### src/rtl/tt_hsig_pad_bridge.sv
// Pad-side bridge for a cell's hsig pad-control bundle.
// Registers pad controls, enforces OE dead-time and syncs pad_Y.
module tt_hsig_pad_bridge #(
   parameter int TURN_CYCLES = 2,
   parameter int SYNC_STAGES = 2,
   parameter int CNT_W       = 8
) (
   input  logic             clk,
   input  logic             reset,
   input  logic             cell_A,
   input  logic             cell_OE,
   input  logic             cell_IE,
   input  logic             cell_SL,
   input  logic             cell_CS,
   input  logic             cell_PD,
   input  logic             cell_PU,
   output logic             cell_Y,
   output logic             pad_A,
   output logic             pad_OE,
   output logic             pad_IE,
   output logic             pad_SL,
   output logic             pad_CS,
   output logic             pad_PD,
   output logic             pad_PU,
   input  logic             pad_Y,
   output logic             dir_out,
   output logic             pull_err,
   output logic [CNT_W-1:0] turn_count
);

   typedef enum logic [1:0] {
      ST_IN,
      ST_TURN_OUT,
      ST_OUT,
      ST_TURN_IN
   } state_t;

   localparam logic [3:0] RELOAD =
      (TURN_CYCLES == 0) ? 4'd0 : 4'(TURN_CYCLES - 1);
   localparam logic [CNT_W-1:0] CNT_MAX = '1;
   localparam bit NO_TURN = (TURN_CYCLES == 0);

   state_t                 state;
   logic [3:0]             dcnt;
   logic                   ie_q;
   logic [SYNC_STAGES-1:0] sync_q;
   logic                   enter_out;

   assign enter_out = cell_OE &&
      ((state == ST_IN && NO_TURN) ||
       (state == ST_TURN_OUT && dcnt == '0));

   always_ff @(posedge clk or posedge reset) begin
      if (reset) begin
         state      <= ST_IN;
         dcnt       <= '0;
         pad_OE     <= 1'b0;
         dir_out    <= 1'b0;
         turn_count <= '0;
      end else begin
         unique case (state)
            ST_IN: begin
               if (cell_OE && !NO_TURN) begin
                  state <= ST_TURN_OUT;
                  dcnt  <= RELOAD;
               end
            end
            ST_TURN_OUT: begin
               if (!cell_OE)
                  state <= ST_IN;
               else if (dcnt != '0)
                  dcnt <= dcnt - 4'd1;
            end
            ST_OUT: begin
               if (!cell_OE) begin
                  state   <= NO_TURN ? ST_IN : ST_TURN_IN;
                  dcnt    <= RELOAD;
                  pad_OE  <= 1'b0;
                  dir_out <= 1'b0;
               end
            end
            ST_TURN_IN: begin
               if (cell_OE) begin
                  state <= ST_TURN_OUT;
                  dcnt  <= RELOAD;
               end else if (dcnt == '0) begin
                  state <= ST_IN;
               end else begin
                  dcnt <= dcnt - 4'd1;
               end
            end
            default: state <= ST_IN;
         endcase
         // Entry into OUT overrides the per-state next-state above.
         if (enter_out) begin
            state   <= ST_OUT;
            pad_OE  <= 1'b1;
            dir_out <= 1'b1;
            if (turn_count != CNT_MAX)
               turn_count <= turn_count + 1'b1;
         end
      end
   end

   always_ff @(posedge clk or posedge reset) begin
      if (reset) begin
         pad_A    <= 1'b0;
         pad_SL   <= 1'b0;
         pad_CS   <= 1'b0;
         pad_PU   <= 1'b0;
         pad_PD   <= 1'b0;
         pull_err <= 1'b0;
         ie_q     <= 1'b0;
         sync_q   <= '0;
      end else begin
         pad_A    <= cell_A;
         pad_SL   <= cell_SL;
         pad_CS   <= cell_CS;
         pad_PU   <= cell_PU & ~cell_PD;
         pad_PD   <= cell_PD & ~cell_PU;
         pull_err <= pull_err | (cell_PU & cell_PD);
         ie_q     <= cell_IE;
         sync_q   <= {sync_q[SYNC_STAGES-2:0], pad_Y};
      end
   end

   // Input path is gated off during the output-to-input dead time.
   assign pad_IE = ie_q & (state != ST_TURN_IN);
   assign cell_Y = sync_q[SYNC_STAGES-1] & pad_IE;

endmodule

### config.mk
export PLATFORM = sky130hd
export DESIGN_NAME = tt_hsig_pad_bridge
export DESIGN_NICKNAME = d
export VERILOG_FILES = /design/src/rtl/tt_hsig_pad_bridge.sv
export SDC_FILE = /design/constraint.sdc
export NUM_CORES = 1
export LEC_CHECK = 0
export CORE_ASPECT_RATIO = 1.25
export CORE_MARGIN = 2
export CORE_UTILIZATION = 50
export CTS_CLUSTER_DIAMETER = 150
export DETAILED_ROUTE_END_ITERATION = 8
export MAX_ROUTING_LAYER = met4
export PLACE_DENSITY = 0.84
export SETUP_SLACK_MARGIN = 0.05
export SYNTH_ARGS = -nofsm -noshare
export SYNTH_HDL_FRONTEND = slang
export SYNTH_SLANG_ARGS = --single-unit
### constraint.sdc
create_clock -name clk -period 2.8 [get_ports clk]
set_input_delay 0.7 -clock clk [delete_from_list [all_inputs] [get_ports clk]]
set_output_delay 0.7 -clock clk [all_outputs]
set_load 0.02 [all_outputs]
Word level (Yosys, flattened, before mapping)
Index checks and enable logic that the tools add are counted.
- add/sub/neg operators: 2
- equal/unequal tests: 15
- multiplexer cells: 17
- bitwise gates (word level): 8
- reduce and logical (&&, ||, !) cells: 10
- operator list (kind ; count):
    $mux 4 ; 6
    $pmux 4 s4 ; 1
    $mux 2 ; 6
    $ne 3x3->1 const B ; 4
    $add 8x1->8 const B ; 1
    $ne 2x2->1 const B ; 4
    $ne 8x8->1 const B ; 1
    $pmux 2 s4 ; 1
    $and 1x1->1 ; 5
    $reduce_and 5->1 ; 1
    $eq 2x2->1 const B ; 2
    $logic_not 4->1 ; 1
    $ne 2x1->1 const B ; 2
    $ne 4x4->1 const B ; 1
    $reduce_and 2->1 ; 2
    $reduce_and 4->1 ; 1
    $reduce_bool 4->1 ; 1
    $sub 4x1->4 const B ; 1
    $mux 1 ; 3
    $eq 2x1->1 const B ; 1
    $logic_and 1x1->1 ; 2
    $logic_not 2->1 ; 1
    $not 1->1 ; 2
    $reduce_bool 2->1 ; 1
    $or 1x1->1 ; 1
- register bits after elaboration: 24
- output and inout bits: 18
- word-level logic and storage cells: 64

Depth between registers and ports, before layout
Gate-level depths: netlist of run 1.
- depth after elaboration: 5
- gate-level depth with buffers: 7
- gate-level depth less buffers: 6

Least setup slack after synthesis of run 1
Ideal clock, no wire load.
- path kind: reg-to-output
- start: register state[1]
- end: output cell_Y
- arrival time: 1.410 ns
- required time: 2.100 ns
- setup slack: 0.690 ns
- stages on the path, launching flop included: 4
- path buffers: 1
- cell sequence: dfrtp_1 -> clkbuf_1 -> a21boi_0 -> and2_1
- word-level cells in the longest chain between the ends: 3
- ends and longest elaborated chain (element ; RTL line ; source):
    start: declaration ; 43 ; state_t state;
    start signal: assignment ; 76 ; state <= NO_TURN ? ST_IN : ST_TURN_IN;
    $ne 2x2->1 ; 128 ; assign pad_IE = ie_q & (state != ST_TURN_IN);
    $and 1x1->1 ; 128 ;
    via pad_IE ; 20 ; output logic pad_IE,
    $and 1x1->1 ; 129 ; assign cell_Y = sync_q[SYNC_STAGES-1] & pad_IE;
    end: declaration ; 17 ; output logic cell_Y,
The timed path passes the listed nets, and every way through them passes these cells.

Worst setup path in the final report of run 1
- start: register state[1]
- end: output cell_Y
- word-level cells in the longest chain between the ends: 3
- ends and longest elaborated chain (element ; RTL line):
    $ne 2x2->1 ; 128
    $and 1x1->1 ; 128
    $and 1x1->1 ; 129
No other way between the ends.

==> out/metrics.cfg, run 1 <==
[logic_synthesis]
synth_flop_cell = dfrtp_1
synth_edf_count = 0
synth_top_cell_by_area = dfrtp_1
syn-num-nets = 109
synthesis.area_sq_um = 1060
yosys-top-cells-area = dfrtp_1 (57%), nand3_1 (3.3%), o21ai_0 (2.8%)
synth.most_common_cell = dfrtp_1
synth-seq-cells = 24
ys_types = 36
synth_area_per_cell_sq_um = 11.0
async_flop_share_pct = 100
synth.top_cell.area_share_pct = 56.5
ys_warn_count = 0
ys_seq_area_share_pct = 56.5
synth_commonest_cells = dfrtp_1 (24), inv_1 (7), nand3_1 (7)
syn_inst = 97

[floorplanning]
coreArea_sq_um = 1980
die_w_microns = 45.2
dieArea_sq_um = 2510
rows = 18
ioPinCount = 28
initial_core_util_pct = 53.6
die_h_microns = 55.5

[routing]
drtIter0Drc = 14
ant_nets = 0
drtPass1Iterations = 4
drcViolationCount = 0
viasPerCell = 5.59
routed_wl_microns = 2060
vias = 805
routedWlPerCell_microns = 14.3

[setup_path]
cp_slowest_stage_delay_ns = 0.60
endpoint = cell_Y
slowest_stage = clkdlybuf4s50_1
crit_chain = a21boi_0, and2_1, clkdlybuf4s50_1
worstReg2RegStart = dcnt[0]
endpoint_kind = primary output
crit_start = state[1]
cp.required_ns = 2.10
cp_data_arrival_time_ns = 1.88
crit_fanout = 9
cp-start-kind = register
r2r-end = turn_count[6]
r2r_cells = 6
crit_type = register to primary output
rrSetupSlack_ns = 0.84

[layout]
synthToLayoutAreaGrowth_pct = 29.3
fin_nets = 137
layout-drive-gt1-share_pct = 8.06
nFillCells = 151
fin_area_sq_um = 1370
antenna_cells = 0

[clock_network]
cts_setup_buffers = 0
cts-resized-gates = 0
cts_made_buffers = 3
h-tree-depth = 1
clock_sinks = 24
cts_tree = built
hold_buffers = 0
clk_latency_ns = 0.31
cts_root_buffer = clkbuf_4
clockBufferDepth = 2
path_clk_slew_ns = 0.12

[timing]
rsz0062_at_grt = false
tightest_slew_ns = 0.422
fin_skew_ns = 0.00486
tns_ns = 0
relSlewSlack_pct = 71.5
hold_violations = 0
max_freq_ghz = 0.387
final_max_slew_viol_count = 0
min_period_over_period_pct = 92.3
setup_viol = 0
min_period_ns = 2.58

[placement]
dp_hpwl_microns = 1510
placement.io_buffers = 27
gp_congestion = 0.888
dpl_cell_area_sq_um = 1340

[status]
status = finished, final reports clean

[global_route]
grt_pass1_vias = 755
grt.overflow.total = 0
grt_max_degree = 25
track_usage_pct = 20.3
grt_pass1_wl_microns = 3590
antenna_found_initial = 0

[pwr]
p_leak_nw = 0.595
worst_ir_drop_vdd_mv = 0.613
power_density_nw_per_um2 = 844

[flow_run]
maxCapViolCount = 0

[worst_hold_path]
hold_path.class = register to register

## how the worst min path moves through the flow
stage,from,end,cells past startpoint
2_1_floorplan,sync_q[0],sync_q[1],0
3_3_place_gp,sync_q[0],sync_q[1],0
3_5_place_dp,sync_q[0],sync_q[1],0
4_1_cts,sync_q[0],sync_q[1],0
5_1_grt,sync_q[0],sync_q[1],0
6_report,sync_q[0],sync_q[1],0
## area by class of cell
class	count	area, sq um	area share, %
multi-input cells	61	408	29.7
well taps	20	25.0	1.82
inverters	7	26.3	1.91
flip-flops and latches	24	601	43.7
clock buffers	4	36.3	2.64
repair buffers	28	278	20.2
## sequential cells by signal, summed over array words and instances, names as in the netlist
name,count
pad_PU,1
pad_SL,1
ie_q,1
pull_err,1
state,2
sync_q,2
dcnt,4
turn_count,8
pad_PD,1
dir_out,1
pad_A,1
pad_CS,1
## report_power, final
group          internal [mW]  switching [mW]
logic                  0.218           0.238
clock network         0.0796          0.0995
registers              0.422           0.103
## placed cells by master (no fill, tap or decap), types with 2 or more instances in the layout
cell and instances:
clkdlybuf4s50_1 27, dfrtp_1 24, nand3_1 7, inv_1 7, o21ai_0 6, nor2_1 5
nand2_1 4, xor2_1 3, nor2b_1 3, xnor2_1 3, clkbuf_4 3, a21oi_1 2
nor3_1 2, a22o_1 2, nand4_1 2, mux2_2 2, ha_1 2
## worst max-delay path: cells and delay by family (launching register included)
kind	cells	cell delay, ns
buffers and inverters	1	0.60
flip-flops	1	0.50
AO/OA/AOI/OAI	1	0.29
AND/OR/NAND/NOR	1	0.17
## through the flow
step           power [mW]  hold WS, ns  utilization, %  std cells  setup WS (ns)
2_1_floorplan       0.825        0.331               -         97          0.690
3_3_place_gp        0.959        0.334            67.5        140          0.551
3_5_place_dp        0.987        0.335            67.5        140          0.500
4_1_cts              1.17        0.363            69.3        144          0.193
5_1_grt              1.24        0.372            69.3        144         0.0989
6_report             1.16        0.362            69.3        144          0.217
## metal layers
layer  track usage [%]  vias up  part of all wire, %  routed length [microns]
met5                 -        -                    0                        0
met4              10.1        0                  3.3                       68
met3              3.92        7                  5.6                      115
met2              27.8       33                   49                      998
met1              28.5      373                   42                      873
li1                  -      392                    -                        -
## logic make-up (layout without fill, tap and decap cells)
| logic type | count (synthesis) | in the layout | synth area share, % |
|---|---|---|---|
| and+or+nand+nor | 34 | 34 | 18.5 |
| DFF | 24 | 24 | 56.5 |
| AOI/OAI and AO/OA | 17 | 17 | 10.5 |
| buffers and inverters | 12 | 39 | 5.06 |
| xor gates and xnor gates | 6 | 6 | 4.95 |
| adders and majority gates | 2 | 2 | 2.36 |
| muxes | 2 | 2 | 2.12 |
No activity file was read; power rests on OpenSTA's default activity.
==> inputs of run 2 (changes only) <==
Settings changed: CORE_UTILIZATION 50 to 47, PLACE_DENSITY 0.84 to 0.8.
Clock period 2.8 ns to 2.9 ns, I/O delays scaled along.
==> out/metrics.cfg, run 2 (synthesis gave the netlist of run 1 again) <==
[clock_network]
cts_tree = built
h-tree-depth = 1  ; unchanged
clockBufferDepth = 2  ; unchanged
clock_sinks = 24  ; unchanged
cts-resized-gates = 0  ; unchanged
hold_buffers = 0  ; unchanged
clk_latency_ns = 0.30  ; about the same
cts_root_buffer = clkbuf_4
path_clk_slew_ns = 0.12  ; about the same
cts_setup_buffers = 0  ; unchanged
cts_made_buffers = 3  ; unchanged

[timing]
rsz0062_at_grt = false
setup_viol = 0  ; unchanged
hold_violations = 0  ; unchanged
tns_ns = 0  ; unchanged
min_period_over_period_pct = 87.5
timing.hold.ws_ns = 0.368  ; +0.00684 ns
fin_skew_ns = 0.00187  ; -0.00299 ns
tightest_slew_ns = 0.410  ; -0.0122 ns
min_period_ns = 2.54
setup_slack_ns = 0.363  ; +0.146 ns
max_freq_ghz = 0.394
relSlewSlack_pct = 72.5  ; +1.1 points
final_max_slew_viol_count = 0  ; unchanged

[floorplanning]
dieArea_sq_um = 2660  ; +5.9%
die_w_microns = 46.5  ; +2.9%
coreArea_sq_um = 2160  ; +9.2%
initial_core_util_pct = 49.1  ; -4.5 points
ioPinCount = 28  ; unchanged
die_h_microns = 57.2  ; +2.9%
rows = 19  ; +1

[layout]
largest_register_ffs = 8  ; unchanged
fin_cells = 154  ; +6.9%
utilization_pct = 63.5  ; -5.8 points
top_regs = turn_count x8, dcnt x4
antenna_cells = 0  ; unchanged
final_common_cell = clkdlybuf4s50_1
fin_area_sq_um = 1370  ; unchanged
fin_nets = 137  ; unchanged
layout_common_cells = clkdlybuf4s50_1 (27), dfrtp_1 (24), nand3_1 (7), inv_1 (7), o21ai_0 (6)
synthToLayoutAreaGrowth_pct = 29.3  ; unchanged
layout-drive-gt1-share_pct = 7.32  ; -0.75 points
largest-register = turn_count

[pwr]
p_sw_share_pct = 38.3  ; +0.38 points
internal_power_uw = 667  ; -7.3%
worst_ir_drop_vdd_mv = 0.503  ; -18%
power_density_nw_per_um2 = 787  ; -6.8%
p_comb_share_pct = 40.5  ; +1.2 points
p_switching_uw = 415  ; -5.8%
p_leak_nw = 0.588  ; -1.2%
power_frac_clock_pct = 12.9  ; -2.5 points
power_mw = 1.08  ; -6.8%
seqPwrFrac_pct = 46.6  ; +1.3 points

[setup_path]
cp_data_arrival_time_ns = 1.81  ; -0.07 ns
crit_type = register to primary output
cp.required_ns = 2.17  ; +0.07 ns
endpoint_kind = primary output
crit_fanout = 9  ; unchanged
cp-start-kind = register

[routing]
viasPerCell = 5.15  ; -7.9%
routedWlPerCell_microns = 12.9  ; -9.9%
ant_nets = 0  ; unchanged
drcViolationCount = 0  ; unchanged
drtPass1Iterations = 4  ; unchanged
vias = 793  ; -1.5%
routed_wl_microns = 1980  ; -3.6%
drtIter0Drc = 5  ; -9

[global_route]
grt_pass1_vias = 774  ; +2.5%
grt_max_degree = 25  ; unchanged
grt_busiest_layer = met2
grtUsageMet2_pct = 28.6  ; +0.82 points
grt.overflow.total = 0  ; unchanged
met3_usage_pct = 4.43  ; +0.51 points
antenna_found_initial = 0  ; unchanged
track_usage_pct = 18.7  ; -1.6 points
grt_pass1_wl_microns = 3480  ; -3.1%
met1_usage_pct = 24.1  ; -4.5 points

[placement]
dp.cells = 151  ; +7.9%
pre_cts_ws_ns = 0.575  ; +0.0747 ns
dp_hpwl_microns = 1510  ; about the same
placement.io_buffers = 27  ; unchanged
gp_congestion = 0.805  ; -9.3%
dpl_cell_area_sq_um = 1350  ; +1.0%

[status]
status = finished, final reports clean

[worst_hold_path]
hold_path.class = register to register

[flow_run]
maxCapViolCount = 0  ; unchanged

==> run 2: cell types whose count changed in the layout (fill, tap and decap cells not counted) <==
cell	previous run	this run
clkbuf_8	1	0
==> run 2: per-layer routing <==
layer | share of wire (%) | vias to the layer above | routed length (microns)
met2 | 50 | 26 | 985
met3 | 5.3 | 2 | 106
met1 | 44 | 379 | 881
met4 | 0.45 | 0 | 9
met5 | 0 | - | 0
li1 | - | 386 | -
==> run 2: worst max-delay path, stage by stage, from the launching register on <==
cell and delay (ns):
dfrtp_1 0.48, a21boi_0 0.27, and2_1 0.16, clkdlybuf4s50_1 0.59
==> run 2: worst paths after layout <==
path                                 from             to  slack [ns]  cells after the start
min in group asynchronous           reset         pad_PD        0.74                      3
worst min-delay path            sync_q[0]      sync_q[1]        0.37                      0
worst min register to register  sync_q[0]      sync_q[1]        0.37                      0
worst max register to register    dcnt[0]  turn_count[6]        0.93                      6
worst max-delay path             state[1]         cell_Y        0.36                      3
max in group asynchronous           reset        dcnt[1]        1.93                      3
==> run 2: power groups by stage <==
stage	clock, mW	sequential [mW]	combinational [mW]
after global placement	0	0.503	0.425
after detailed placement	0	0.511	0.438
after global routing	0.161	0.521	0.489
after CTS	0.147	0.504	0.441
after floorplan	0	0.512	0.285
final	0.139	0.504	0.438
==> run 2: cell type report <==
| type | instances | area, sq um |
|---|---|---|
| inverter | 7 | 26.3 |
| tap | 31 | 38.8 |
| timing repair buffer | 28 | 278 |
| sequential | 24 | 601 |
| clock buffer | 3 | 22.5 |
| fill | 171 | 790 |
| multi-input combinational | 61 | 408 |
